`config.mk`:
```
export PLATFORM = sky130hd
export DESIGN_NAME = plate_edge_locate
export DESIGN_NICKNAME = d
export VERILOG_FILES = /design/src/rtl/plate_edge_locate.sv
export SDC_FILE = /design/constraint.sdc
export NUM_CORES = 1
export LEC_CHECK = 0
export CORE_MARGIN = 1
export CORE_UTILIZATION = 62
export DETAILED_ROUTE_END_ITERATION = 10
export GPL_ROUTABILITY_DRIVEN = 0
export PLACE_DENSITY_LB_ADDON = 0.1
export SYNTH_ARGS = -nofsm -noshare
export SYNTH_HDL_FRONTEND = slang
export SYNTH_SLANG_ARGS = --single-unit
```
`constraint.sdc`:
```
create_clock -name clk -period 11.63 [get_ports clk]
set_input_delay 2.326 -clock clk [delete_from_list [all_inputs] [get_ports clk]]
set_output_delay 2.326 -clock clk [all_outputs]
set_load 0.02 [all_outputs]
```
`src/rtl/plate_edge_locate.sv`:
```
// rtl/plate_edge_locate.sv - per-frame licence plate bounding box from a binarised raster stream
module plate_edge_locate #(
  parameter int H_ACT    = 480,
  parameter int V_ACT    = 272,
  parameter int ROW_TH   = 40,
  parameter int MIN_ROWS = 8
) (
  input  logic        clk,
  input  logic        rst_n,
  input  logic [11:0] i_x,
  input  logic [11:0] i_y,
  input  logic        de,
  input  logic        bin_pix,
  output logic [11:0] edge_left,
  output logic [11:0] edge_right,
  output logic [11:0] edge_up,
  output logic [11:0] edge_down,
  output logic        plate_valid,
  output logic        frame_done
);

  typedef enum logic [1:0] {SEARCH, IN_RUN, LOCKED} state_t;

  state_t      state, n_state;
  logic [11:0] row_cnt, row_first, row_last;
  logic [11:0] cur_cnt, cur_first, cur_last;
  logic [11:0] run_up, run_down, run_left, run_right, run_cnt;
  logic [11:0] n_up, n_down, n_left, n_right, n_cnt;
  logic        pix, row_end, frame_end, qual, found;

  assign pix       = de & bin_pix;
  assign row_end   = de && (i_x == 12'(H_ACT - 1));
  assign frame_end = row_end && (i_y == 12'(V_ACT - 1));

  // Row statistics including the current pixel; a zero count means no first X seen yet
  always_comb begin
    cur_cnt   = (pix && row_cnt != 12'hFFF) ? row_cnt + 12'd1 : row_cnt;
    cur_first = (pix && row_cnt == 12'd0) ? i_x : row_first;
    cur_last  = pix ? i_x : row_last;
    qual      = cur_cnt >= 12'(ROW_TH);
  end

  // Next run state as if the current row ended now; also used for the frame-end commit
  always_comb begin
    n_state = state;
    n_up    = run_up;
    n_down  = run_down;
    n_left  = run_left;
    n_right = run_right;
    n_cnt   = run_cnt;
    case (state)
      SEARCH: begin
        if (qual) begin
          n_state = IN_RUN;
          n_up    = i_y;
          n_down  = i_y;
          n_left  = cur_first;
          n_right = cur_last;
          n_cnt   = 12'd1;
        end
      end
      IN_RUN: begin
        if (qual) begin
          n_cnt   = (run_cnt == 12'hFFF) ? run_cnt : run_cnt + 12'd1;
          n_down  = i_y;
          n_left  = (cur_first < run_left) ? cur_first : run_left;
          n_right = (cur_last > run_right) ? cur_last : run_right;
        end else begin
          n_state = (run_cnt >= 12'(MIN_ROWS)) ? LOCKED : SEARCH;
        end
      end
      default: n_state = state;
    endcase
    found = (n_state == LOCKED) || (n_state == IN_RUN && n_cnt >= 12'(MIN_ROWS));
  end

  // Row accumulators: follow de-high pixels, clear after the row's last pixel
  always_ff @(posedge clk or negedge rst_n) begin
    if (!rst_n) begin
      row_cnt   <= 12'd0;
      row_first <= 12'd0;
      row_last  <= 12'd0;
    end else if (row_end) begin
      row_cnt   <= 12'd0;
      row_first <= 12'd0;
      row_last  <= 12'd0;
    end else if (de) begin
      row_cnt   <= cur_cnt;
      row_first <= cur_first;
      row_last  <= cur_last;
    end
  end

  // Run tracking FSM, stepped once per row; a new frame always starts searching
  always_ff @(posedge clk or negedge rst_n) begin
    if (!rst_n) begin
      state     <= SEARCH;
      run_up    <= 12'd0;
      run_down  <= 12'd0;
      run_left  <= 12'd0;
      run_right <= 12'd0;
      run_cnt   <= 12'd0;
    end else if (frame_end) begin
      state     <= SEARCH;
      run_cnt   <= 12'd0;
    end else if (row_end) begin
      state     <= n_state;
      run_up    <= n_up;
      run_down  <= n_down;
      run_left  <= n_left;
      run_right <= n_right;
      run_cnt   <= n_cnt;
    end
  end

  // Frame commit: edges update only when a plate was found, otherwise they hold
  always_ff @(posedge clk or negedge rst_n) begin
    if (!rst_n) begin
      edge_left   <= 12'd0;
      edge_right  <= 12'd0;
      edge_up     <= 12'd0;
      edge_down   <= 12'd0;
      plate_valid <= 1'b0;
      frame_done  <= 1'b0;
    end else begin
      frame_done <= frame_end;
      if (frame_end) begin
        plate_valid <= found;
        if (found) begin
          edge_left  <= n_left;
          edge_right <= n_right;
          edge_up    <= n_up;
          edge_down  <= n_down;
        end
      end
    end
  end

endmodule

```
==> run summary <==
The largest fanout on the critical path was 30; the post-route antenna net violation count was 0. Setup repair after global routing left no endpoint under its margin. Clock-pin slew was measured on the worst setup and hold paths at 60 ps. Dominant synthesized flop cell: sky130_fd_sc_hd__dfrtp_1.

Cell internal power was estimated by the tool at 952 µW. Initial core utilization: 64.7%. The flow ran to the end, and the final reports show no timing, DRC or antenna violations. The first-pass GRT wire length was 30.4 mm.

For hold timing, the worst endpoint is run_up[8]. The logs give 30.1% for the total routing resource utilization after global routing and 6.8% for the share of power burned in combinational logic. Averaged over all synthesized cells, the footprint is 10.3 µm².

After synthesis the netlist holds a flip-flop and latch count of 148. In the finished design, the share of the clock period the worst path needs comes to 62.3%. TritonCTS built the clock tree. The worst reg-to-reg setup slack was 6420 ps. The die covers 13,200 µm². The critical path goes through clkdlybuf4s50_1 > nand3_2 > nor2_1 > a31oi_1 > o21ai_4 > o21a_1 > mux2_2 > o2111ai_1 > o211ai_2 > nand2_2 > buf_4 > mux2_1. Cell family contributing the most delay on the critical path: compound AO/OA/AOI/OAI gates. The net switching fraction of the power was 22.7%. In the final design database the tool counted 880 nets.

After synthesis the cells add up to 7900 µm². The die is 115 µm tall. The run gives 4 as the number of levels in the clock H-tree. The worst register-to-register path ends at edge_right[10]. The tools report the cts-stage hold buffer count as 0. For this run, the slowest stage of the critical path takes 1020 ps.

Leaving out fill and tap cells, the most frequent cell in the layout is sky130_fd_sc_hd__dfrtp_1. Once placement finished, the instance area stood at 8730 µm². The number of global-route vias before repair came out at 6,137.

Dividing total power by cell area gives a power density of 131 nW/µm². Number of flops mapped to enable cells by yosys: 0. Yosys mapped the design onto 64 distinct sky130hd cell types. The clock network fraction of design power is 48.6%. From synthesis to final layout, the design area changed by 18.7%. The tree built by TritonCTS fans out to 148 sinks. The total count of hold-check failures in the final report is 0. Path category of the worst min-delay check: register to register. The tools report the total global routing overflow as 0.

The first TritonRoute pass finished after 5 iterations. The run gives 763 as the gate count of the mapped netlist. For the worst setup path, the data required time is 11,940 ps. The cell sitting at the root of the clock tree is a sky130_fd_sc_hd__clkbuf_16. The worst hold path cell count was 1; the fraction of registers with async set or reset after synthesis was 100%.

VDD sags by at most 0.0964 mV. The part of the total power dissipated in sequential elements was 44.6%. During placement, the flow inserted port buffers numbering 77.

Timing would allow up to 138 MHz. The proportion of netlist area held by the largest area contributor is 46.9%. 0 antenna diodes ended up in the layout. STA classifies the critical path startpoint as an input port. The logs give 46.9% for the portion of the post-synthesis area used by sequential elements and 78 for the count of pins on the block boundary. The iteration-0 DRC count of the detailed router came out at 430.

STA classifies the critical path endpoint as a register. For the post-layout total power, the log shows 1230 µW. The worst register-to-register path has a depth of 11. The number of nets handed over by synthesis was 818. In this run the most critical hold path is launched from run_up[8].

STA puts the critical path data arrival time at 7550 ps. For the number of warnings issued by yosys, the log shows 0. Aggregate routed wire length: 18.6 mm. The ratio of cells with drive above 1 in the final layout was 14.7%; the initial antenna violation count was 0. The logs give 0 for the count of final max-slew check failures and 0 ps for the total negative setup slack. In the layout the commonest cells are sky130_fd_sc_hd__dfrtp_1 (148), sky130_fd_sc_hd__clkdlybuf4s50_1 (76), sky130_fd_sc_hd__nand2_1 (63), sky130_fd_sc_hd__nor2_1 (63), sky130_fd_sc_hd__mux2_2 (52). The sum of buffers and inverters on the critical path works out to 2. The tools report the total of max-cap violations as 0.

The library cell occupying the most area in the post-synthesis netlist is sky130_fd_sc_hd__dfrtp_1. The tools report the reg-to-reg startpoint as row_cnt[3]. In the routed design, unresolved DRC markers number 0.

The number of vias per cell is 6.15. Measured against its own limit, the worst slew margin works out to 14.9%. The logs give 40 for the row count and 0 for the count of cells resized by post-cts repair.

The die boundary width is 115 µm, and the worst clock skew is 12.8 ps. Setup violations remaining at the end of the flow were counted as 0. The average detailed-routed wire length per instance was 18.5 µm. The floorplan step defined a core boundary enclosing 12,200 µm².

The setup path with the least slack is of type input port to register. The smallest clock period supported by the final layout is computed as 7250 ps. The sum of net half-perimeters after detailed placement is 12.4 mm.

By area the synthesized netlist is led by sky130_fd_sc_hd__dfrtp_1 (47%), sky130_fd_sc_hd__mux2_2 (7.4%), sky130_fd_sc_hd__mux2i_1 (5.1%). The longest clock path from root to sink contains 2 buffers. Summed over all nets, the switching power comes to 279 µW. The number of setup buffers added after CTS is 0. The finished cells cover 9370 µm². The library cell contributing the largest single delay on the critical path is sky130_fd_sc_hd__o211ai_2. The number of buffers inserted during clock tree synthesis was 17; the leakage component of the power was 0.00461 µW. Cells fill 76.7% of the core in the end.

At the later pin of the worst-skew pair, clock insertion delay measures 430 ps. The actual slew at the worst max-slew pin was 1270 ps; the pin count of the biggest net entering global routing was 91. The routed layout has 6,183 vias.
-- cell families after synthesis --
group	share of synthesized area, %
adder cells (fa/ha/maj)	4.28
XOR/XNOR	0.777
buffers and inverters	4.88
multiplexers	16.4
AND/OR/NAND/NOR	14.5
flip-flops	46.9
AO/OA/AOI/OAI	12.2
-- metrics by stage --
stage | std cells | hold WS, ps | setup slack, ps
floorplan | 763 | 474 | 6160
global placement | 974 | 474 | 4300
finish | 1006 | 505 | 4380
CTS | 1006 | 506 | 4420
global route | 1006 | 520 | 4060
detailed placement | 974 | 492 | 4080
-- per-layer routing --
layer / part of all wire (%) / wire, µm / track usage (%) / vias to the layer above
met2: 50 / 9210 / 50.2 / 235
li1: - / - / - / 2837
met4: 2.4 / 440 / 12.9 / 0
met1: 43 / 7980 / 38.2 / 3063
met3: 5.2 / 971 / 6.38 / 48
met5: 0 / 0 / 0 / -
-- worst max path at each step --
stage,startpoint,endpoint,cells past startpoint
2_1_floorplan,bin_pix,edge_left[5],18
3_3_place_gp,de,edge_right[10],12
3_5_place_dp,de,edge_right[10],12
4_1_cts,de,edge_right[10],12
5_1_grt,de,edge_right[10],12
6_report,de,edge_right[10],12
-- power groups by stage --
| stage | clock, µW | combinational [µW] | sequential [µW] |
|---|---|---|---|
| floorplan | 0 | 57.9 | 547 |
| global placement | 0 | 79.5 | 557 |
| detailed placement | 0 | 82.5 | 558 |
| CTS | 604 | 83.9 | 549 |
| global route | 629 | 93.4 | 551 |
| finish | 599 | 83.4 | 549 |
-- area by class of cell --
class                   instances  area, µm²
repair buffers                 84        825
inverters                      47        176
multi-input cells             527       3810
fillers                       841       2840
flip-flops and latches        148       3700
well taps                     168        210
clock buffers                  18        439
clock inverters                14        206
-- synth_stat cells (all sizes together) (2+ instances only) --
library cell  number
dfrtp            148
mux2              73
nand2             64
nor2              63
o21ai             53
inv               47
mux2i             40
nand3             30
a21oi             29
ha                27
clkbuf            26
and2              21
buf               15
nand4             15
a22oi             12
nor3              10
a21o               8
o41ai              8
a2bb2oi            5
nor2b              5
and4               4
nor4               4
xor2               4
a22o               3
a31oi              3
and3               3
o211ai             3
or3                3
xnor2              3
a21boi             2
a41o               2
and4b              2
nand2b             2
nand3b             2
nor4b              2
o2111ai            2
o22ai              2
o31ai              2
o32a               2
(Power assumes the default switching activity.)
